<file path="src/rtl/stream_mux_rr_if.sv">
// stream_mux_rr_if: producer/consumer handshake bundle for stream_mux_rr.
// STREAM_MUX_PKT_LOCK_EN adds the in_last/out_last packet delimiters.
interface stream_mux_rr_if #(
  parameter int N = 8,
  parameter int W = 8
);
  localparam int SEL_W = $clog2(N);

  logic [SEL_W-1:0] sel;
  logic [N*W-1:0]   in_data;
  logic [N-1:0]     in_valid;
  logic [N-1:0]     in_ready;
  logic [W-1:0]     out_data;
  logic             out_valid;
  logic             out_ready;
  logic [SEL_W-1:0] out_chan;
`ifdef STREAM_MUX_PKT_LOCK_EN
  logic [N-1:0]     in_last;
  logic             out_last;

  modport master (
    output sel, in_data, in_valid, in_last, out_ready,
    input  in_ready, out_data, out_valid, out_chan, out_last
  );
  modport slave (
    input  sel, in_data, in_valid, in_last, out_ready,
    output in_ready, out_data, out_valid, out_chan, out_last
  );
`else
  modport master (
    output sel, in_data, in_valid, out_ready,
    input  in_ready, out_data, out_valid, out_chan
  );
  modport slave (
    input  sel, in_data, in_valid, out_ready,
    output in_ready, out_data, out_valid, out_chan
  );
`endif
endinterface

</file>
<file path="src/rtl/stream_mux_rr.sv">
// stream_mux_rr: N-to-1 valid/ready stream mux, fixed select or round-robin.
// Define STREAM_MUX_PKT_LOCK_EN to hold the grant until in_last.
module stream_mux_rr #(
  parameter int N    = 8,
  parameter int W    = 8,
  parameter int MODE = 0
) (
  input  logic           clk,
  input  logic           rst_n,
  stream_mux_rr_if.slave mux_io
);
  localparam int SEL_W = $clog2(N);

  logic [W-1:0]     ch_data [N];
  logic [N-1:0]     rdy;
  logic [SEL_W-1:0] ptr_q, ptr_d;
  logic [SEL_W-1:0] rr_idx, idx, gnt;
  logic             rr_vld, gnt_vld;
  logic             load_en, xfer, last_ok;
  logic [W-1:0]     data_q;
  logic [SEL_W-1:0] chan_q;
  logic             valid_q;
  int               j;

  for (genvar i = 0; i < N; i++) begin : g_ch
    assign ch_data[i] = mux_io.in_data[i*W +: W];
  end

  assign load_en = rst_n && (!valid_q || mux_io.out_ready);

  // Walk the ring backwards so the last hit is the first after ptr.
  always_comb begin
    rr_vld = 1'b0;
    rr_idx = '0;
    idx    = '0;
    j      = 0;
    for (int k = N - 1; k >= 0; k--) begin
      j = int'(ptr_q) + k;
      if (j >= N) j = j - N;
      idx = SEL_W'(j);
      if (mux_io.in_valid[idx]) begin
        rr_vld = 1'b1;
        rr_idx = idx;
      end
    end
  end

`ifdef STREAM_MUX_PKT_LOCK_EN
  logic             lock_q;
  logic [SEL_W-1:0] lock_ch_q;
  logic             last_q;

  assign last_ok         = mux_io.in_last[gnt];
  assign mux_io.out_last = last_q;
`else
  assign last_ok = 1'b1;
`endif

  always_comb begin
    if (MODE == 1) begin
      gnt     = rr_idx;
      gnt_vld = rr_vld;
    end else begin
      gnt     = mux_io.sel;
      gnt_vld = int'(mux_io.sel) < N;
    end
`ifdef STREAM_MUX_PKT_LOCK_EN
    if (lock_q) begin
      gnt     = lock_ch_q;
      gnt_vld = 1'b1;
    end
`endif
  end

  always_comb begin
    rdy = '0;
    if (load_en && gnt_vld) rdy[gnt] = 1'b1;
  end

  assign mux_io.in_ready = rdy;
  assign xfer = load_en && gnt_vld && mux_io.in_valid[gnt];

  always_comb begin
    ptr_d = ptr_q;
    if (MODE == 1 && xfer && last_ok) begin
      ptr_d = (int'(gnt) == N - 1) ? '0 : gnt + SEL_W'(1);
    end
  end

  always_ff @(posedge clk or negedge rst_n) begin
    if (!rst_n) begin
      valid_q   <= 1'b0;
      data_q    <= '0;
      chan_q    <= '0;
      ptr_q     <= '0;
`ifdef STREAM_MUX_PKT_LOCK_EN
      lock_q    <= 1'b0;
      lock_ch_q <= '0;
      last_q    <= 1'b0;
`endif
    end else begin
      ptr_q <= ptr_d;
      if (xfer) begin
        valid_q   <= 1'b1;
        data_q    <= ch_data[gnt];
        chan_q    <= gnt;
`ifdef STREAM_MUX_PKT_LOCK_EN
        lock_q    <= !last_ok;
        lock_ch_q <= gnt;
        last_q    <= last_ok;
`endif
      end else if (mux_io.out_ready) begin
        valid_q <= 1'b0;
      end
    end
  end

  assign mux_io.out_data  = data_q;
  assign mux_io.out_valid = valid_q;
  assign mux_io.out_chan  = chan_q;

endmodule

</file>
<file path="src/flat_wrapper.sv">
// flat-port wrapper written by rule: the top's interface ports become plain ports
module stream_mux_rr_flat 
#(
  parameter int N    = 8,
  parameter int W    = 8,
  parameter int MODE = 0
)
  (clk, rst_n, mux_io_sel, mux_io_in_data, mux_io_in_valid, mux_io_out_ready, mux_io_in_ready, mux_io_out_data, mux_io_out_valid, mux_io_out_chan);
  stream_mux_rr_if #(.N(N), .W(W)) mux_io_i ();
  input  logic clk;
  input  logic rst_n;
  input wire logic [$bits(mux_io_i.sel)-1:0] mux_io_sel;
  input wire logic [$bits(mux_io_i.in_data)-1:0] mux_io_in_data;
  input wire logic [$bits(mux_io_i.in_valid)-1:0] mux_io_in_valid;
  input wire logic [$bits(mux_io_i.out_ready)-1:0] mux_io_out_ready;
  output wire logic [$bits(mux_io_i.in_ready)-1:0] mux_io_in_ready;
  output wire logic [$bits(mux_io_i.out_data)-1:0] mux_io_out_data;
  output wire logic [$bits(mux_io_i.out_valid)-1:0] mux_io_out_valid;
  output wire logic [$bits(mux_io_i.out_chan)-1:0] mux_io_out_chan;
  assign mux_io_i.sel = mux_io_sel;
  assign mux_io_i.in_data = mux_io_in_data;
  assign mux_io_i.in_valid = mux_io_in_valid;
  assign mux_io_i.out_ready = mux_io_out_ready;
  assign mux_io_in_ready = mux_io_i.in_ready;
  assign mux_io_out_data = mux_io_i.out_data;
  assign mux_io_out_valid = mux_io_i.out_valid;
  assign mux_io_out_chan = mux_io_i.out_chan;
  stream_mux_rr #(.N(N), .W(W), .MODE(MODE)) u_core (.clk(clk), .rst_n(rst_n), .mux_io(mux_io_i));
endmodule
</file>
<file path="config.mk">
export PLATFORM = sky130hd
export DESIGN_NAME = stream_mux_rr_flat
export DESIGN_NICKNAME = d
export VERILOG_FILES = /design/src/rtl/stream_mux_rr_if.sv /design/src/rtl/stream_mux_rr.sv /design/src/flat_wrapper.sv
export SDC_FILE = /design/constraint.sdc
export NUM_CORES = 1
export LEC_CHECK = 0
export BUFFER_PORTS_ARGS = -buffer_cell sky130_fd_sc_hd__buf_2
export CAP_MARGIN = 20
export CELL_PAD_IN_SITES_DETAIL_PLACEMENT = 0
export CELL_PAD_IN_SITES_GLOBAL_PLACEMENT = 1
export CORE_ASPECT_RATIO = 0.8
export CORE_MARGIN = 3
export CORE_UTILIZATION = 30
export CTS_CLUSTER_SIZE = 24
export DETAILED_ROUTE_END_ITERATION = 7
export HOLD_SLACK_MARGIN = 0.03
export PLACE_DENSITY_LB_ADDON = 0.1
export SLEW_MARGIN = 20
export SYNTH_ARGS = -nofsm -noshare
export SYNTH_HDL_FRONTEND = slang
export SYNTH_SLANG_ARGS = --single-unit
export TNS_END_PERCENT = 10
</file>
<file path="constraint.sdc">
create_clock -name clk -period 4.1 [get_ports clk]
set_input_delay 0.615 -clock clk [delete_from_list [all_inputs] [get_ports clk]]
set_output_delay 0.615 -clock clk [all_outputs]
set_load 0.02 [all_outputs]
</file>
==> Word-level counts from Yosys, hierarchy flattened <==
Index checks and enable logic that the tools add are counted.
Widths: inputs -> output; s select.
{ "word_totals": {"ff_bits": 12, "out_inout_bits": 20, "wordCells": 23, "in_bits": 78} }
{ "op_classes": {"muxes": 10, "order_cmp": 3, "bitwise_logic": 1, "n_reduce_logical": 6} }
{ "ops": {"columns": ["operator", "n"], "rows": [
  ["$bmux 8 s3", 1],
  ["$mux 8", 3],
  ["$ge 4x4->1 const B", 1],
  ["$lt 3x4->1 const B", 1],
  ["$mux 1", 4],
  ["$not 3->4", 1],
  ["$bmux 1 s3", 1],
  ["$demux 1 s3", 1],
  ["$ge 3x1->1 const B", 1],
  ["$logic_and 1x1->1", 3],
  ["$reduce_bool 2->1", 1],
  ["$logic_not 1->1", 1],
  ["$logic_or 1x1->1", 1]
]} }

==> Longest topological paths before layout <==
{ "logic_depth": {"depth_word": 5, "ltp_mapped": 7, "depth_no_buf": 4} }

==> Worst setup path before layout <==
No wires, ideal clock.
{ "synth_timing": {"kind": "input port to flip-flop", "from": "input port mux_io_sel[2]", "to": "register u_core.data_q[7], in the netlist u_core.mux_io.out_data[7]", "arrival_ns": 1.913, "path_buffers": 2, "required_ns": 3.975, "setup_time_ns": 0.125, "path_slack_ns": 2.062, "stages": 5, "path_cell_list": "buf_2 buf_1 mux4_2 mux2_2 mux2_4"} }
{ "synth_between": {"elab_chain_len": 4, "elab_cells_between_ends": 7, "classes_between": "mux (5); bitwise (1); reduce/logical (1)"} }
{ "synth_lines": {"columns": ["element", "line_no", "rtl"], "rows": [
  ["start, declared", "flat_wrapper.sv:12", "input wire logic [$bits(mux_io_i.sel)-1:0] mux_io_sel;"],
  ["$not 3->4 (not written as such)", "stream_mux_rr.sv:105", "data_q <= ch_data[gnt];"],
  ["$bmux 8 s3", "stream_mux_rr.sv:105", null],
  ["$mux 8 (not written as such) (2 in series)", "stream_mux_rr.sv:105", null],
  ["end signal, assigned", "stream_mux_rr.sv:105", null],
  ["end, declared", "stream_mux_rr.sv:20", "logic [W-1:0] data_q;"]
]} }
Parallel ways exist; a longest one is shown, timed or not. The select of a mux whose other input is x is not followed.
A chain may end at the register's enable or synchronous reset.

==> Final worst setup path <==
{ "layout_timing": {"from": "input port rst_n", "to": "output port mux_io_in_ready[1]"} }
{ "layout_between": {"elab_chain_len": 2} }
{ "layout_lines": {"columns": ["element", "line_no", "rtl"], "rows": [
  ["start, declared", "flat_wrapper.sv:11", "input logic rst_n;"],
  ["$logic_and 1x1->1", "stream_mux_rr.sv:29", "assign load_en = rst_n && (!valid_q || mux_io.out_ready);"],
  ["$mux 8", "stream_mux_rr.sv:77", "if (load_en && gnt_vld) rdy[gnt] = 1'b1;"],
  ["end, declared", "flat_wrapper.sv:16", "output wire logic [$bits(mux_io_i.in_ready)-1:0] mux_io_in_ready;"]
]} }
Every way passes these cells.

==> impl_metrics.py <==
metrics = {
    "run_status": {
        "status": "finished clean",
    },
    "sta": {
        "fin_tns_setup_ps": 0,
        "drv_slew": 0,
        "max_freq_mhz": 431,
        "final_hold_viol_count": 0,
        "period_minus_slack_ps": 2320,
        "whs_ps": 249,
        "worst_pin_slew_ps": 684,
        "finalCritPeriodShare": 0.566,
        "skew_ps": 3.52,
        "slew_headroom": 0.544,
        "finalSetupViolCount": 0,
        "rsz0062_at_grt": "no",
    },
    "placed_design": {
        "place.gp.congestion": 0.754,
        "portBuffers": 97,
        "dp_hpwl_mm": 2.66,
    },
    "synth": {
        "synth.most_common_cell": "mux4_1",
        "ys_async_sr_fraction": 1.00,
        "ys_seq_elements": 12,
        "synthCells": 78,
        "synth_area_leaders": "mux4_1 (34%), dfrtp_1 (26%), mux2_4 (10%)",
        "ys_types": 21,
        "yosys.area.top_type": "mux4_1",
        "synth_ff_type": "dfrtp_1",
        "synth_edf_count": 0,
        "synth_area_per_cell_sq_um": 15.0,
        "ys_warn_count": 0,
        "syn_area_sq_um": 1170,
        "syn-num-nets": 156,
        "netlist_top_cells_count": "mux4_1 (15), dfrtp_1 (12), mux2_2 (8), mux2_4 (8), nor2_1 (8)",
        "yosysTopAreaCellShare": 0.338,
        "seq_area_frac_synth": 0.258,
    },
    "power_and_ir_drop": {
        "ir_drop_uv": 148,
        "power.net_switching_mw": 0.175,
        "p_seq_frac": 0.336,
        "internal-power_mw": 0.352,
        "power.share.clock": 0.198,
        "switching_share": 0.332,
        "power_density_nw_per_um2": 311,
        "p_leak_nw": 0.894,
        "p_comb_frac": 0.466,
    },
    "floorplan": {
        "die_h_um": 61.8,
        "die_area_sq_um": 4680,
        "dieWidth_um": 75.7,
        "ioPinCount": 98,
        "initial_core_util": 0.325,
        "coreArea_sq_um": 3590,
        "num_rows": 19,
    },
    "global_route": {
        "antenna_found_initial": 0,
        "grt.busiest_layer": "met2",
        "grt_util_all_layers": 0.137,
        "grt_use_met1": 0.192,
        "grt_pass1_vias": 1044,
        "grt_pass1_wl_mm": 4.77,
        "grt_overflow": 0,
        "use_met3": 0.0305,
        "grt_max_degree": 24,
        "met2_usage": 0.219,
    },
    "clock_network": {
        "clk_pin_slew_ps": 50,
        "htreeDepth": 1,
        "cts_tree": "done",
        "cts-root-buf": "clkbuf_8",
        "postCtsResizedCells": 0,
        "postCtsSetupBuffers": 0,
        "cts_buffers": 3,
        "cts.sinks": 12,
        "cts_buffer_depth": 2,
        "cts_hold_buf": 0,
        "clock_latency_ps": 240,
    },
    "setup_path": {
        "end_kind": "output port",
        "worstSetupPathType": "in2out",
        "worstPathRequired_ps": 3480,
        "crit_arrival_ps": 1710,
        "crit_path_start_kind": "input pin",
        "critPathMaxFanout": 13,
    },
    "run": {
        "cap_violations": 0,
    },
    "drt": {
        "drc": 0,
        "routed_via_density": 4.68,
        "dr_total_vias": 1043,
        "ant_nets": 0,
        "routed_wl_mm": 3.22,
        "dr.first_iter.drc_count": 23,
        "wl_per_cell_um": 14.5,
        "drt_pass1_iterations": 4,
    },
    "layout": {
        "finalNetCount": 251,
        "area.growth.synth_to_final_pct": 45.3,
        "drive_above_1_share": 0.690,
        "post-route-util": 0.472,
        "num_antenna_cells": 0,
    },
    "hold_path": {
        "hold_class": "in2async",
    },
}
power by group through the flow:
stage               clock (mW)  combinational, mW  sequential [mW]
floorplan                    0              0.114            0.224
global placement             0              0.244            0.178
detailed placement           0              0.251            0.178
CTS                      0.107              0.250            0.178
global route             0.114              0.266            0.182
finish                   0.104              0.246            0.177
registers in the layout, summed over array words and instances, names as in the netlist:
name	flops
u_core.mux_io.out_chan	3
u_core.mux_io.out_data	8
u_core.mux_io.out_valid	1
routing by layer:
| layer | vias up | part of all wire |
|---|---|---|
| li1 | 512 | - |
| met1 | 475 | 0.44 |
| met2 | 53 | 0.48 |
| met3 | 3 | 0.080 |
| met4 | 0 | 0.0059 |
| met5 | - | 0 |
worst paths after layout:
path	start	slack, ps	depth (start not counted)	endpoint
worst max register to register	u_core.mux_io.out_valid	2270	3	u_core.mux_io.out_chan[2]
worst min-delay path	rst_n	250	1	u_core.mux_io.out_valid
worst min register to register	u_core.mux_io.out_chan[0]	480	1	u_core.mux_io.out_chan[0]
worst max-delay path	rst_n	1780	5	mux_io_in_ready[1]
min in group clk	u_core.mux_io.out_chan[0]	480	1	u_core.mux_io.out_chan[0]
max in group asynchronous	rst_n	3630	1	u_core.mux_io.out_data[4]
layout by cell type (no fill, tap or decap), types with 3 or more instances in the layout:
master and n:
nand2b_1 3, mux2_1 3, clkbuf_8 3, mux4_1 15
mux2i_1 4, nor2_1 8, mux2_4 8, mux2_2 8
dfrtp_1 12, buf_2 97
layout make-up:
| cell class | instances | area (sq um) |
|---|---|---|
| fillers | 352 | 1900 |
| multi-input cells | 58 | 798 |
| repair buffers | 97 | 485 |
| flip-flops and latches | 12 | 300 |
| well taps | 52 | 65.1 |
| clock buffers | 3 | 41.3 |
| inverters | 1 | 3.75 |
critical path: stages:
cell and delay [ps]:
buf_2 260, a21boi_0 360, nand2_1 160, nor2_1 140, buf_2 170
kinds of logic after synthesis:
group | synth area share
muxes | 0.601
and+or+nand+nor | 0.0537
DFF | 0.258
buffers and inverters | 0.0579
AOI/OAI and AO/OA | 0.0300
stage by stage:
step / cell area, sq um / instances / power [mW] / worst slack, ps
6_report: 1690 / 223 / 0.527 / 1780
5_1_grt: 1690 / 223 / 0.562 / 1630
4_1_cts: 1690 / 223 / 0.535 / 1740
3_5_place_dp: 1650 / 220 / 0.429 / 1510
3_3_place_gp: 1650 / 220 / 0.423 / 1640
2_1_floorplan: 1170 / 78 / 0.338 / 2060
No activity file was read; power rests on OpenSTA's default activity.
